### config.mk
export PLATFORM = sky130hd
export DESIGN_NAME = hex_display_ctrl
export DESIGN_NICKNAME = d
export VERILOG_FILES = /design/src/rtl/hex_pkg.sv /design/src/rtl/hex_blink_timer.sv /design/src/rtl/hexdriver.sv /design/src/rtl/hex_display_ctrl.sv
export SDC_FILE = /design/constraint.sdc
export NUM_CORES = 1
export LEC_CHECK = 0
export BUFFER_PORTS_ARGS = -buffer_cell sky130_fd_sc_hd__buf_2
export CAP_MARGIN = 30
export CORE_UTILIZATION = 55
export CTS_CLUSTER_DIAMETER = 40
export CTS_CLUSTER_SIZE = 20
export DETAILED_ROUTE_END_ITERATION = 16
export GPL_ROUTABILITY_DRIVEN = 0
export GPL_TIMING_DRIVEN = 0
export PLACE_DENSITY_LB_ADDON = 0.15
export SKIP_CTS_REPAIR_TIMING = 1
export SLEW_MARGIN = 20
export SYNTH_ARGS = -nofsm -noshare
export SYNTH_HDL_FRONTEND = slang
export SYNTH_SLANG_ARGS = --single-unit
### constraint.sdc
create_clock -name clk -period 6.8 [get_ports clk]
set_clock_uncertainty 0.2 [all_clocks]
set_input_delay 1.02 -clock clk [delete_from_list [all_inputs] [get_ports clk]]
set_output_delay 1.02 -clock clk [all_outputs]
set_load 0.02 [all_outputs]
### src/rtl/hex_pkg.sv
// Shared constants and types for the eight-digit hex display controller.
package hex_pkg;

  localparam int NDIG = 8;

  // Active-low segment patterns: bit 0 = top segment ... bit 6 = middle.
  localparam logic [6:0] SEG_BLANK = 7'h7F;
  localparam logic [6:0] SEG_0     = 7'h40;
  localparam logic [6:0] SEG_1     = 7'h79;
  localparam logic [6:0] SEG_8     = 7'h00;
  localparam logic [6:0] SEG_A     = 7'h08;
  localparam logic [6:0] SEG_F     = 7'h0E;

  // Controller sequencing: accept a write, decode one digit per cycle, commit.
  typedef enum logic [1:0] {
    IDLE   = 2'd0,
    SCAN   = 2'd1,
    COMMIT = 2'd2
  } state_t;

endpackage

### src/rtl/hex_blink_timer.sv
// Free-running blink timer: counts 0..BLINK_DIV-1 and toggles phase on each wrap.
module hex_blink_timer #(
  parameter int BLINK_DIV = 25000000
) (
  input  logic clk,
  input  logic rst,
  output logic phase
);

  localparam int CW = (BLINK_DIV > 1) ? $clog2(BLINK_DIV) : 1;
  localparam logic [CW-1:0] CNT_LAST = CW'(BLINK_DIV - 1);

  logic [CW-1:0] cnt_q, cnt_d;
  logic          phase_q, phase_d;

  // Next count and phase: wrap to zero and flip phase at the last count.
  always_comb begin
    cnt_d   = cnt_q + 1'b1;
    phase_d = phase_q;
    if (cnt_q == CNT_LAST) begin
      cnt_d   = '0;
      phase_d = ~phase_q;
    end
  end

  // Counter and phase registers.
  always_ff @(posedge clk or posedge rst) begin
    if (rst) begin
      cnt_q   <= '0;
      phase_q <= 1'b0;
    end else begin
      cnt_q   <= cnt_d;
      phase_q <= phase_d;
    end
  end

  assign phase = phase_q;

endmodule

### src/rtl/hexdriver.sv
// Hex nibble to active-low seven-segment pattern decoder (purely combinational).
module hexdriver (
  input  logic [3:0] nibble,
  output logic [6:0] seg
);

  // Glyph lookup for 0-9, A, b, C, d, E, F.
  always_comb begin
    seg = 7'h7F;
    case (nibble)
      4'h0: seg = 7'h40;
      4'h1: seg = 7'h79;
      4'h2: seg = 7'h24;
      4'h3: seg = 7'h30;
      4'h4: seg = 7'h19;
      4'h5: seg = 7'h12;
      4'h6: seg = 7'h02;
      4'h7: seg = 7'h78;
      4'h8: seg = 7'h00;
      4'h9: seg = 7'h10;
      4'hA: seg = 7'h08;
      4'hB: seg = 7'h03;
      4'hC: seg = 7'h46;
      4'hD: seg = 7'h21;
      4'hE: seg = 7'h06;
      4'hF: seg = 7'h0E;
      default: seg = 7'h7F;
    endcase
  end

endmodule

### src/rtl/hex_display_ctrl.sv
// Eight-digit seven-segment controller. A write is decoded one digit per cycle
// through a single shared hexdriver into staging registers, then all digits are
// committed to the display registers in one cycle so no partial update shows.
//
// Handshake: a write is accepted on a rising edge where wr_valid & wr_ready are
// both high. wr_ready is only high in IDLE (and not in the first cycle after
// reset); while busy, wr_valid is ignored and the requester keeps holding it.
module hex_display_ctrl
  import hex_pkg::*;
#(
  parameter int BLINK_DIV = 25000000
) (
  input  logic        clk,
  input  logic        rst,
  input  logic        wr_valid,
  output logic        wr_ready,
  input  logic [31:0] wr_data,
  input  logic [7:0]  wr_mask,
  input  logic        lz_suppress,
  input  logic [7:0]  blink_en,
  output logic [6:0]  HEX0,
  output logic [6:0]  HEX1,
  output logic [6:0]  HEX2,
  output logic [6:0]  HEX3,
  output logic [6:0]  HEX4,
  output logic [6:0]  HEX5,
  output logic [6:0]  HEX6,
  output logic [6:0]  HEX7,
  output logic [1:0]  dbg_state
);

  state_t      state_q, state_d;
  logic        ready_q, ready_d;
  logic [31:0] data_q, data_d;
  logic [7:0]  mask_q, mask_d;
  logic        lz_q, lz_d;
  logic [2:0]  idx_q, idx_d;
  logic        seen_q, seen_d;
  logic [6:0]  stage_q [NDIG];
  logic [6:0]  stage_d [NDIG];
  logic [6:0]  disp_q  [NDIG];
  logic [6:0]  disp_d  [NDIG];

  logic [3:0]  cur_nib;
  logic [6:0]  dec_seg;
  logic        phase;

  // The one shared decoder sees the nibble currently being scanned.
  assign cur_nib = data_q[{idx_q, 2'b00} +: 4];

  hexdriver u_dec (
    .nibble (cur_nib),
    .seg    (dec_seg)
  );

  hex_blink_timer #(
    .BLINK_DIV (BLINK_DIV)
  ) u_blink (
    .clk   (clk),
    .rst   (rst),
    .phase (phase)
  );

  // Next-state logic for the write/scan/commit sequencer and its datapath.
  always_comb begin
    state_d = state_q;
    ready_d = ready_q;
    data_d  = data_q;
    mask_d  = mask_q;
    lz_d    = lz_q;
    idx_d   = idx_q;
    seen_d  = seen_q;
    stage_d = stage_q;
    disp_d  = disp_q;
    case (state_q)
      IDLE: begin
        if (wr_valid && ready_q) begin
          data_d  = wr_data;
          mask_d  = wr_mask;
          lz_d    = lz_suppress;
          idx_d   = 3'd7;
          seen_d  = 1'b0;
          ready_d = 1'b0;
          state_d = SCAN;
        end else begin
          ready_d = 1'b1;
        end
      end
      SCAN: begin
        // Scan runs from the most significant digit down so seen_q knows
        // whether any visible non-zero digit lies above the current one.
        if (!mask_q[idx_q]) begin
          stage_d[idx_q] = SEG_BLANK;
        end else if (lz_q && (cur_nib == 4'h0) && !seen_q && (idx_q != 3'd0)) begin
          stage_d[idx_q] = SEG_BLANK;
        end else begin
          stage_d[idx_q] = dec_seg;
        end
        if (mask_q[idx_q] && (cur_nib != 4'h0)) begin
          seen_d = 1'b1;
        end
        if (idx_q == 3'd0) begin
          state_d = COMMIT;
        end else begin
          idx_d = idx_q - 3'd1;
        end
      end
      COMMIT: begin
        disp_d  = stage_q;
        ready_d = 1'b1;
        state_d = IDLE;
      end
      default: begin
        state_d = IDLE;
        ready_d = 1'b0;
      end
    endcase
  end

  // Sequencer, shadow, staging and display registers.
  always_ff @(posedge clk or posedge rst) begin
    if (rst) begin
      state_q <= IDLE;
      ready_q <= 1'b0;
      data_q  <= '0;
      mask_q  <= '0;
      lz_q    <= 1'b0;
      idx_q   <= '0;
      seen_q  <= 1'b0;
      for (int i = 0; i < NDIG; i++) begin
        stage_q[i] <= SEG_BLANK;
        disp_q[i]  <= SEG_BLANK;
      end
    end else begin
      state_q <= state_d;
      ready_q <= ready_d;
      data_q  <= data_d;
      mask_q  <= mask_d;
      lz_q    <= lz_d;
      idx_q   <= idx_d;
      seen_q  <= seen_d;
      stage_q <= stage_d;
      disp_q  <= disp_d;
    end
  end

  assign wr_ready  = ready_q;
  assign dbg_state = state_q;

  // Blink forces a digit blank during the high phase; blink_en is live.
  assign HEX0 = disp_q[0] | {7{blink_en[0] & phase}};
  assign HEX1 = disp_q[1] | {7{blink_en[1] & phase}};
  assign HEX2 = disp_q[2] | {7{blink_en[2] & phase}};
  assign HEX3 = disp_q[3] | {7{blink_en[3] & phase}};
  assign HEX4 = disp_q[4] | {7{blink_en[4] & phase}};
  assign HEX5 = disp_q[5] | {7{blink_en[5] & phase}};
  assign HEX6 = disp_q[6] | {7{blink_en[6] & phase}};
  assign HEX7 = disp_q[7] | {7{blink_en[7] & phase}};

endmodule

== Yosys cells after proc, flatten, opt, wreduce, memory -nomap -nowiden ==
Memories as Yosys holds them, arrays and structs flattened.
Index checks and enable logic that the tools add are counted.
Storage, ports and cells
  register bits: 186
  memories: 1
  logic and storage cells: 94
  bits in read-only memories: 112
Operators by class
  add/sub/neg operators: 2
  equality and inequality tests: 7
  reductions and logical operators: 17
  shift-type cells: 1
  muxes and demuxes: 19
  bitwise gates (word level): 19
  order comparisons: 3
Memory list
  (no name shown): depth 16, width 7, read ports 1, clocked after Yosys merged registers in 0, wr ports 0, line hexdriver.sv:10  | case (nibble)
Operators with widths (number)
  $mux 56: 2
  $bwmux 56: 1
  $or 56x56->56: 1
  $or 7x7->7: 8
  $shiftx 32x6->4: 1
  $add 25x1->25 const B: 1
  $eq 25x25->1 const B: 1
  $mux 25: 1
  $demux 7 s3: 1
  $and 1x1->1: 8
  $ne 2x2->1 const B: 4
  $mux 7: 1
  $logic_and 1x1->1: 6
  $mux 3: 2
  $pmux 3 s2: 1
  $reduce_and 3->1: 2
  $ge 4x4->1 const B: 1
  $logic_not 4->1: 1
  $lt 3x4->1 const B: 1
  $lt 4x1->1 const B: 1
  $mux 1: 4
  $mux 2: 2
  $not 3->4: 1
  $pmux 2 s2: 1
  14 further kinds: 15

== Depth between registers and ports, before layout ==
Gate-level depths: netlist (run 1).
  word-level depth: 8
  mapped depth: 11
  gate-level depth less buffers: 9

== Cells and area by module ==
Synthesis (run 1) repeated with hierarchy kept, for this count alone.
Unflattened totals
  cell total of the unflattened synthesis: 773
  area total of the unflattened synthesis: 8989.9 µm²
Modules (own cells, without submodules)
  hex_display_ctrl: seq. area each 4144.0 µm², area an instance 7400.8 µm², cells an instance 613, instances 1
  hex_blink_timer: seq. area each 650.6 µm², area an instance 1313.8 µm², cells an instance 128, instances 1
  hexdriver: seq. area each 0.0 µm², area an instance 275.3 µm², cells an instance 32, instances 1

== Least setup slack after synthesis (run 1) ==
OpenSTA, ideal clock, no wires.
  path kind: register to register
  from: register idx_q[0]
  to: register stage_q[0] (netlist bit)
  path slack: 3657 ps
  data arrival time: 2882 ps
  stages on the path, launching flop included: 11
  cells stage by stage: dfrtp_1 > buf_4 > buf_4 > mux4_2 > mux2i_1 > ha_1 > and4b_1 > nor2_1 > and3_4 > nor4_4 > o22a_1
Between the ends
  longest elaborated chain between the ends: 8
  elaborated cells on any way between the ends: 19
  those cells by class: order compare: 2; shift: 1; mux: 7; bitwise: 2; reduce/logical: 6; memory: 1
Ends and longest elaborated chain
  from (decl): line hex_display_ctrl.sv:37  | logic [2:0] idx_q, idx_d;
  from (signal assigned): line hex_display_ctrl.sv:140  | idx_q <= idx_d;
  branches (longest 7 deep; another with $mem_v2 16x7)
  $mux 56 *: line hex_display_ctrl.sv:92  | if (!mask_q[idx_q]) begin
  to (signal assigned): line hex_display_ctrl.sv:142  | stage_q <= stage_d;
  to (decl): line hex_display_ctrl.sv:39  | logic [6:0] stage_q [NDIG];
Mark *: on every way between the ends. The select of a mux whose other input is x is not followed.
A chain may end at the register's enable or synchronous reset.

== Final worst setup path (run 1) ==
  from: register idx_q[0]
  to: register stage_q[42] (netlist bit)
Same word-level chain as after synthesis.

==> flow_summary_export.csv, run 1 <==
group,metric,value,unit
floorplanning,dieWidth,126,um
global_route,busiest_layer,"met2",
routing,finalWirelength,18.0,mm
global_route,grt_overflow_total,0,
global_route,use_met3,5.14,%
final_layout,syn2layout_area_growth,16.6,%
critical_path,cp_cell_sequence,"buf_4 -> buf_4 -> mux4_2 -> mux2i_1 -> ha_1 -> and4b_1 -> nor2_1 -> and3_4 -> nor4_4 -> o22a_1",
placement,place_inst,1044,
floorplanning,die_h,126,um
sta,slew_violations,0,
power_and_ir_drop,sw_frac_of_total,38.4,%
status,status,"complete, no violations",
routing,vias_per_cell,5.41,
power_and_ir_drop,power.switching,1.97,mW
critical_path,slowest_stage,"nor4_4",
yosys,synth-edff-count,0,
sta,rsz0062_at_grt,"no",
clock_tree,clk_path_buf_depth,2,
critical_path,critPathLaunchType,"flop",
sta,post-route-min-period,4080,ps
routing,dr.pass1.iters,5,
yosys,ys_seq_area_share,56.9,%
sta,tns,0,ps
yosys,syn-mean-instance-area,11.2,um^2
routing,post-route-drc-count,0,
yosys,ys_seq_elements,186,
global_route,grt_antenna_before_repair,0,
critical_path,crit_type,"flop to flop",
placement,dp_hpwl,12.2,mm
critical_path,r2r_end,"stage_q[42]",
placement,placed_area,0.00924,mm^2
clock_tree,h-tree-depth,4,
critical_path,crit_arrival,4250,ps
yosys,ys.flop_type,"dfstp_2",
final_layout,fin_nets,942,
global_route,track_usage,24.5,%
routing,vias,5822,
sta,tightest_slew,730,ps
yosys,synth_area_leaders,"dfstp_2 35%, dfrtp_1 22%, mux2_2 9.6%",
clock_tree,cts_tree,"done",
floorplanning,initial_core_util,57.1,%
sta,setup_viol,0,
final_layout,fin_cells,1077,
critical_path,cp-end-kind,"flop",
critical_path,cp_max_fo,10,
sta,period_share,60.1,%
final_layout,fin_util,66.6,%
sta,hold_viol_final,0,
placement,port_buffers,110,
clock_tree,cts_root_buf,"clkbuf_16",
yosys,synth_top_area_cell,"dfstp_2",
worst_hold_path,hold_depth,1,
clock_tree,clk_pin_slew,60,ps
routing,wl_per_cell,16.7,um
critical_path,crit_required,6970,ps
final_layout,drive_above_1_share,39.1,%
sta,slew_headroom,49.9,%
critical_path,cp-startpoint,"idx_q[0]",
clock_tree,worstSkewPairLatency,430,ps
final_layout,diodes,0,
power_and_ir_drop,combPwrFrac,43.8,%
yosys,synth_top_area_share,34.9,%
global_route,grt_pass1_wl,30.0,mm
job,maxCapViolations,0,
power_and_ir_drop,p_int,3.15,mW
power_and_ir_drop,p_total,5.12,mW
floorplanning,core_area,0.0148,mm^2
yosys,synth_warnings,0,
power_and_ir_drop,power.density,521,mW/mm^2
clock_tree,clock_sinks,186,
global_route,grt_pass1_vias,6009,
yosys,synth_nets,811,
power_and_ir_drop,leakagePower,4.22,nW
yosys,syn_area,0.00842,mm^2
routing,drtIter0Drc,296,
floorplanning,ios,111,
power_and_ir_drop,ir_worst_vdd,0.377,mV
yosys,netlist_instances,749,
routing,antenna_left,0,
critical_path,cp-endpoint,"stage_q[42]",
clock_tree,cts_buffers,17,
worst_hold_path,hp-class,"flop to flop",
critical_path,rr_worst_depth,10,
power_and_ir_drop,power.share.clock,18.9,%
sta,max_freq,0.245,GHz
global_route,use_met2,40.5,%
critical_path,rrSetupSlack,2720,ps
floorplanning,rows,44,
critical_path,reg2reg_from,"idx_q[0]",
critical_path,slowest_delay,620,ps
global_route,grt_use_met1,32.5,%
power_and_ir_drop,power_frac_seq,37.4,%
final_layout,final_area,0.00982,mm^2
yosys,synth_cell_types,60,
yosys,synthArstFlopShare,100,%
critical_path,cpMostUsedCell,"buf_4",
global_route,grt_max_degree,100,
floorplanning,die-area,0.0158,mm^2
==> Yosys cell counts (3+ instances only) <==
master / number
mux2_1: 4
clkbuf_1: 25
nand3_1: 12
nor3_1: 9
buf_4: 3
a21oi_1: 21
nand2_1: 155
nor2_1: 49
nand4_1: 9
mux2i_1: 6
nor2b_1: 3
inv_1: 8
o21ai_0: 3
o211ai_1: 3
mux2_2: 72
a31oi_1: 8
dfstp_2: 112
o22ai_1: 4
o22a_1: 24
dfrtp_1: 74
and4_1: 5
nand2b_1: 62
xnor2_1: 11
and3_1: 3
xor2_1: 11
ha_1: 10
buf_2: 4
==> metrics by stage <==
stage          hold WS, ps  setup WS (ps)
3_5_place_dp           247           2770
2_1_floorplan          226            708
3_3_place_gp           238           -974
5_1_grt                290           2500
6_report               253           2720
4_1_cts                255           2740
==> layout make-up <==
type,count,area (um^2)
fill,1131,4930
sequential,186,4790
multi-input combinational,520,3440
timing repair buffer,112,583
clock buffer,25,485
tap,184,230
buffer,35,163
clock inverter,7,90.1
inverter,8,37.5
==> registers in the layout, summed over array words and instances, names as in the netlist <==
register,flops
idx_q,3
disp_q,56
mask_q,8
wr_ready,1
lz_q,1
stage_q,56
dbg_state,2
data_q,32
u_blink.cnt_q,25
seen_q,1
u_blink.phase,1
==> layout by cell type, fill, tap and decap left out, drive strengths merged, types with 6 or more instances in the layout <==
cell    netlist  layout
a21oi        21      21
a31oi         8       8
buf          10     122
clkbuf       25      50
dfrtp        74      74
dfstp       112     112
ha           10      10
inv           8       9
mux2         76      76
mux2i         6       6
nand2       155     155
nand2b       62      62
nand3        12      12
nand4         9       9
nor2         50      50
nor3          9       9
o21ai         6       6
o22a         24      24
xnor2        11      11
xor2         11      11
==> worst max-delay path: cells and delay by family, from the launching register on <==
family	cells	cell delay (ps)
adder cells (fa/ha/maj)	1	340
AO/OA/AOI/OAI	1	230
AND/OR/NAND/NOR	4	1270
flip-flops	1	430
buffers and inverters	2	470
multiplexers	2	1080
==> power groups by stage <==
stage,clock [mW],combinational (mW),sequential (mW)
finish,0.966,2.24,1.91
global route,1.03,2.41,1.97
detailed placement,0,2.22,1.92
global placement,0,2.16,1.90
CTS,0.985,2.24,1.91
floorplan,0,1.62,1.84
==> layer usage <==
layer / part of all wire, % / vias up
li1: - / 2815
met1: 45 / 2855
met2: 49 / 137
met3: 3.9 / 15
met4: 1.4 / 0
met5: 0 / -
==> how the worst min path moves through the flow <==
stage | from | end | slack [ps]
after floorplan | u_blink.cnt_q[0] | u_blink.cnt_q[0] | 230
after global placement | u_blink.cnt_q[0] | u_blink.cnt_q[0] | 240
after detailed placement | u_blink.cnt_q[0] | u_blink.cnt_q[0] | 250
after CTS | u_blink.cnt_q[0] | u_blink.cnt_q[0] | 260
after global routing | u_blink.cnt_q[0] | u_blink.cnt_q[0] | 290
final | u_blink.cnt_q[0] | u_blink.cnt_q[0] | 250
==> cells by family after synthesis <==
family,share of synthesized area [%]
fa+ha+maj,1.49
compound gates,7.32
buf+inv,2.29
mux,11.4
xor+xnor,2.29
simple gates,18.3
flops,56.9
(Power assumes the default switching activity.)
==> run 2, diff against run 1 <==
--- a/config.mk
+++ b/config.mk
@@ -5,9 +5,10 @@
 export SDC_FILE = /design/constraint.sdc
 export NUM_CORES = 1
 export LEC_CHECK = 0
+export ABC_AREA = 1
 export BUFFER_PORTS_ARGS = -buffer_cell sky130_fd_sc_hd__buf_2
 export CAP_MARGIN = 30
-export CORE_UTILIZATION = 55
+export CORE_UTILIZATION = 53
 export CTS_CLUSTER_DIAMETER = 40
 export CTS_CLUSTER_SIZE = 20
 export DETAILED_ROUTE_END_ITERATION = 16
==> constraint.sdc (replaced) <==
create_clock -name clk -period 3.7 [get_ports clk]
set_clock_uncertainty 0.2 [all_clocks]
set_input_delay 0.555 -clock clk [delete_from_list [all_inputs] [get_ports clk]]
set_output_delay 0.555 -clock clk [all_outputs]
set_load 0.02 [all_outputs]
==> run 2 against run 1 <==
  * Combinational power rose by 90%
  * Worst setup slack got worse by 2100 ps
  * Sequential power rose by 81%
  * Synthesized cell count rose by 48%
  * Global-route usage rose by 1.2 points
  * Routed wire length rose by 15%
  * Maximum frequency rose by 32%
  * Power rose by 85%
  * Register-to-register slack got worse by 2100 ps
  * Critical path type unchanged
  * Largest power group unchanged
  * Highest routed layer unchanged
==> flow_summary_export.csv, run 2 <==
group,metric,value,unit
status,status,"complete, no violations",
critical_path,crit_type,"flop to flop",
final_layout,diodes,0,
final_layout,syn2layout_area_growth,16.9,%
placement,dp_hpwl,15.0,mm
yosys,synth_cell_types,37,
yosys,synth_xor_area_share,0.978,%
yosys,ys_seq_elements,186,
routing,dr.pass1.iters,7,
final_layout,fin_util,63.4,%
floorplanning,core_area,0.0165,mm^2
clock_tree,h-tree-depth,4,
yosys,netlist_instances,1109,
routing,vias_per_cell,5.04,
global_route,grt_antenna_before_repair,0,
sta,slew_headroom,55.1,%
routing,antenna_left,0,
routing,wl_per_cell,14.0,um
final_layout,final_cell_mix,"374 x nand2_1, 179 x inv_1, 113 x buf_2",
routing,vias,7451,
sta,max_freq,0.322,GHz
placement,place_inst,1445,
routing,drtIter0Drc,602,
yosys,muxShareOfSynthArea,0,%
clock_tree,clk_pin_slew,70,ps
yosys,ys.flop_type,"dfstp_2",
yosys,yosysMostFrequentCell,"nand2_1",
sta,hold_viol_final,0,
critical_path,critPathLaunchType,"flop",
global_route,grt_overflow_total,0,
yosys,synth_top_area_cell,"dfstp_2",
global_route,grt_pass1_wl,35.5,mm
final_layout,fin_cells,1478,
global_route,grt_pass1_vias,7312,
job,maxCapViolations,0,
floorplanning,die_h,132,um
power_and_ir_drop,power.density,903,mW/mm^2
routing,finalWirelength,20.7,mm
critical_path,rrSetupSlack,600,ps
yosys,synth-compound-area-share,9.64,%
yosys,synth_area_leaders,"dfstp_2 33%, dfrtp_1 21%, nand2_1 16%",
final_layout,reg_top3,"disp_q (56), stage_q (56), data_q (32)",
sta,layout_setup_ws,596,ps
yosys,yosys.area_share.simple,25.2,%
final_layout,drive_above_1_share,23.4,%
yosys,synth_nets,1171,
clock_tree,cts_tree,"done",
yosys,synthAdderAreaFrac,1.40,%
sta,tightest_slew,670,ps
yosys,synth-edff-count,0,
yosys,syn-mean-instance-area,8.07,um^2
routing,post-route-drc-count,0,
global_route,grt_max_degree,35,
critical_path,cp-end-kind,"flop",
yosys,synth_common_cells,"374 x nand2_1, 180 x inv_1, 112 x dfstp_2",
critical_path,crit_arrival,3230,ps
floorplanning,ios,111,
global_route,track_usage,25.7,%
floorplanning,rows,47,
power_and_ir_drop,ir_worst_vdd,0.589,mV
clock_tree,clock_sinks,186,
sta,tns,0,ps
sta,whs,103,ps
yosys,ys_seq_area_share,53.5,%
clock_tree,cts_root_buf,"clkbuf_16",
sta,period_share,83.9,%
yosys,synthArstFlopShare,100,%
power_and_ir_drop,leakagePower,5.52,nW
critical_path,cp_max_fo,11,
clock_tree,worstSkewPairLatency,440,ps
yosys,synth_top_family_by_area,"simple AND/OR/NAND/NOR gates",
yosys,syn_area,0.00895,mm^2
clock_tree,clk_path_buf_depth,2,
placement,place_ws,597,ps
sta,setup_viol,0,
sta,rsz0062_at_grt,"no",
floorplanning,die-area,0.0174,mm^2
sta,slew_violations,0,
clock_tree,cts_buffers,17,
sta,post-route-min-period,3100,ps
critical_path,crit_required,3830,ps
floorplanning,dieWidth,132,um
floorplanning,initial_core_util,54.2,%
final_layout,fillers,1496,
placement,port_buffers,110,
yosys,synth_warnings,0,
worst_hold_path,hp-class,"input port to flop",
yosys,synth_top_area_share,32.9,%
final_layout,fin_nets,1307,
final_layout,layout_commonest_cell,"nand2_1",
-- run 2: changes by cell type after synthesis, moves of 14 or more --
cell,change
a22oi_1,+26
a21oi_1,+23
nand4_1,+14
inv_1,+172
nand2_1,+219
o22a_1,-24
mux2_2,-72
nor2_1,+17
o21ai_0,+71
nand2b_1,-62
-- run 2: final cells by class --
cell class / instances / area, um^2 / share of cell area [%]
inverter: 184 / 694 / 6.63
tap: 220 / 275 / 2.63
clock inverter: 15 / 130 / 1.24
sequential: 186 / 4790 / 45.8
multi-input combinational: 708 / 3330 / 31.8
buffer: 31 / 139 / 1.33
timing repair buffer: 117 / 681 / 6.50
clock buffer: 17 / 425 / 4.06
-- run 2: kinds of logic (layout without fill, tap and decap cells) --
kind of cell	after synthesis	after routing
adders and majority gates	10	10
DFF	186	186
buffers and inverters	215	364
xor gates and xnor gates	10	10
and+or+nand+nor	534	534
AOI/OAI and AO/OA	154	154
-- run 2: power breakdown --
group          leakage [nW]  switching (mW)  internal, mW
logic                  3.13            3.00          1.26
clock network         0.276           0.857         0.887
registers              2.12           0.333          3.13
-- run 2: per-stage QoR --
stage                     instance area, um^2  power (mW)
after floorplan                          8960        6.40
after global placement                   9780        7.64
after detailed placement                 9900        7.72
after CTS                               10500        9.49
after global routing                    10500        10.2
final                                   10500        9.46
-- run 2: routing by layer --
| metal | wire (um) | up-vias | GRT usage (%) | part of all wire (%) |
|---|---|---|---|---|
| li1 | - | 3738 | - | - |
| met2 | 9950 | 179 | 42.5 | 48 |
| met5 | 0 | - | 0 | 0 |
| met1 | 9450 | 3511 | 34.6 | 46 |
| met3 | 904 | 23 | 3.84 | 4.4 |
| met4 | 364 | 0 | 8.59 | 1.8 |
-- run 2: final timing paths --
| path | endpoint | cells after the start | startpoint |
|---|---|---|---|
| worst max-delay path | stage_q[43] | 13 | idx_q[0] |
| worst min-delay path | data_q[13] | 3 | wr_data[13] |
| worst max register to register | stage_q[43] | 13 | idx_q[0] |
| worst min register to register | stage_q[46] | 2 | stage_q[46] |
| max in group asynchronous | disp_q[26] | 6 | rst |
| min in group asynchronous | u_blink.cnt_q[21] | 3 | rst |
-- run 2: critical path, stage by stage (launching register included) --
cell and delay [ps]:
dfrtp_1 440, inv_2 170, buf_6 170, buf_2 250
nand2_1 80, a21oi_1 130, o21ai_0 120, nand2_1 180
inv_1 120, ha_1 290, nand2_1 90, nand2_1 60
a21boi_2 540, a22oi_1 150
==> run 3, diff against run 2 <==
==> constraint.sdc (replaced) <==
create_clock -name clk -period 2.6 [get_ports clk]
set_clock_uncertainty 0.2 [all_clocks]
set_input_delay 0.39 -clock clk [delete_from_list [all_inputs] [get_ports clk]]
set_output_delay 0.39 -clock clk [all_outputs]
set_load 0.02 [all_outputs]
==> run 3 against run 2 <==
  * The run now ends with negative hold slack left
  * Maximum frequency increased by 24%
  * Flip-flop and latch count did not move
  * Die area stayed put
  * Via count up 3.2%
  * Critical endpoint is now stage_q[54]
==> flow_summary_export.csv, run 3 (synthesis gave the netlist of run 2 again) <==
group,metric,value,unit
status,status,"complete, but fails checks",
status,violations,"negative hold slack",
sta,rsz0062_at_grt,"yes",
sta,slew_violations,0,
power_and_ir_drop,p_total,14.6,mW
final_layout,syn2layout_area_growth,24.4,%
final_layout,fin_cells,1521,
final_layout,fin_nets,1350,
critical_path,cp_max_fo,10,
routing,vias_per_cell,5.06,
sta,max_freq,0.399,GHz
clock_tree,clk_pin_slew,70,ps
global_route,grt_max_degree,35,
routing,drtIter0Drc,633,
sta,hold_viol_final,4,
floorplanning,die_h,132,um
routing,finalWirelength,21.6,mm
sta,period_share,96.3,%
global_route,grt_overflow_total,0,
clock_tree,clk_path_buf_depth,2,
placement,place_inst,1445,
global_route,grt_pass1_wl,35.5,mm
power_and_ir_drop,leakagePower,5.78,nW
clock_tree,worstSkewPairLatency,440,ps
sta,post-route-min-period,2500,ps
critical_path,crit_arrival,2670,ps
clock_tree,cts_buffers,17,
sta,slew_headroom,63.2,%
final_layout,diodes,0,
clock_tree,h-tree-depth,4,
floorplanning,rows,47,
sta,setup_viol,0,
job,maxCapViolations,0,
clock_tree,cts_tree,"done",
floorplanning,dieWidth,132,um
final_layout,final_cell_mix,"365 x nand2_1, 177 x inv_1, 112 x dfstp_2",
power_and_ir_drop,power.density,1310,mW/mm^2
final_layout,drive_above_1_share,26.3,%
critical_path,crit_required,2760,ps
routing,wl_per_cell,14.2,um
floorplanning,core_area,0.0165,mm^2
final_layout,layout_commonest_cell,"nand2_1",
routing,antenna_left,0,
worst_hold_path,hp-class,"input port to flop",
floorplanning,initial_core_util,54.2,%
placement,dp_hpwl,15.0,mm
routing,vias,7692,
sta,tightest_slew,552,ps
final_layout,reg_top3,"disp_q (56), stage_q (56), data_q (32)",
placement,port_buffers,110,
critical_path,rrSetupSlack,100,ps
global_route,grt_antenna_before_repair,0,
clock_tree,cts_root_buf,"clkbuf_16",
floorplanning,ios,111,
routing,post-route-drc-count,0,
sta,whs,-28.5,ps
power_and_ir_drop,ir_worst_vdd,0.817,mV
routing,dr.pass1.iters,7,
global_route,grt_pass1_vias,7312,
critical_path,crit_type,"flop to flop",
global_route,track_usage,25.7,%
critical_path,critPathLaunchType,"flop",
critical_path,cp-end-kind,"flop",
floorplanning,die-area,0.0174,mm^2
clock_tree,clock_sinks,186,
final_layout,fin_util,67.4,%
run 3: cell count changes in the layout (fill, tap and decap cells not counted), sizes merged:
| cell | change |
|---|---|
| dlygate4sd3 | +35 |
| clkbuf | -1 |
| buf | +9 |
run 3: layout make-up:
| class | count | area [um^2] |
|---|---|---|
| plain buffers | 29 | 151 |
| clock buffers | 17 | 425 |
| clock inverters | 15 | 130 |
| fillers | 1399 | 5390 |
| inverters | 184 | 702 |
| multi-input cells | 708 | 3520 |
| flip-flops and latches | 186 | 4800 |
| well taps | 220 | 275 |
| repair buffers | 162 | 1130 |
run 3: final timing paths:
check                            start                end  cells after the start
max in group asynchronous          rst         disp_q[26]                      6
setup / recovery              idx_q[0]        stage_q[54]                     16
min in group asynchronous          rst  u_blink.cnt_q[21]                      3
hold / removal              wr_mask[3]          mask_q[3]                      3
setup reg to reg              idx_q[0]        stage_q[54]                     16
hold reg to reg            stage_q[46]        stage_q[46]                      2
run 3: power breakdown:
part	leakage (nW)	switching (mW)	internal, mW
Sequential	2.11	0.478	4.45
Clock	0.276	1.21	1.26
Combinational	3.39	4.78	2.42
run 3: metal layers:
layer  global-route usage [%]  vias to the layer above  part of all wire, %
met4                     8.59                        0                  1.7
li1                         -                     3827                    -
met5                        0                        -                    0
met2                     42.5                      181                   50
met1                     34.6                     3657                   44
met3                     3.84                       27                  4.1
run 3: worst max-delay path, stage by stage (launching register included):
cell and delay (ps):
dfrtp_2 450, buf_8 150, buf_8 140, nand2_1 60, a21oi_1 60, o21ai_1 190
nand2_2 130, buf_4 150, ha_1 200, inv_1 60, nand2_1 60, nand2_1 90
nand2_1 90, nand2_4 150, nand2_2 110, nand4_1 80, nand2_1 50
run 3: metrics by stage:
| step | setup slack, ps | area (um^2) | TNS, ps |
|---|---|---|---|
| CTS | -523 | 10500 | -19070 |
| floorplan | -291 | 8960 | -21540 |
| global route | -73.4 | 11100 | -391 |
| global placement | -1440 | 9780 | -188600 |
| detailed placement | -503 | 9900 | -17760 |
| finish | 96.3 | 11100 | 0 |
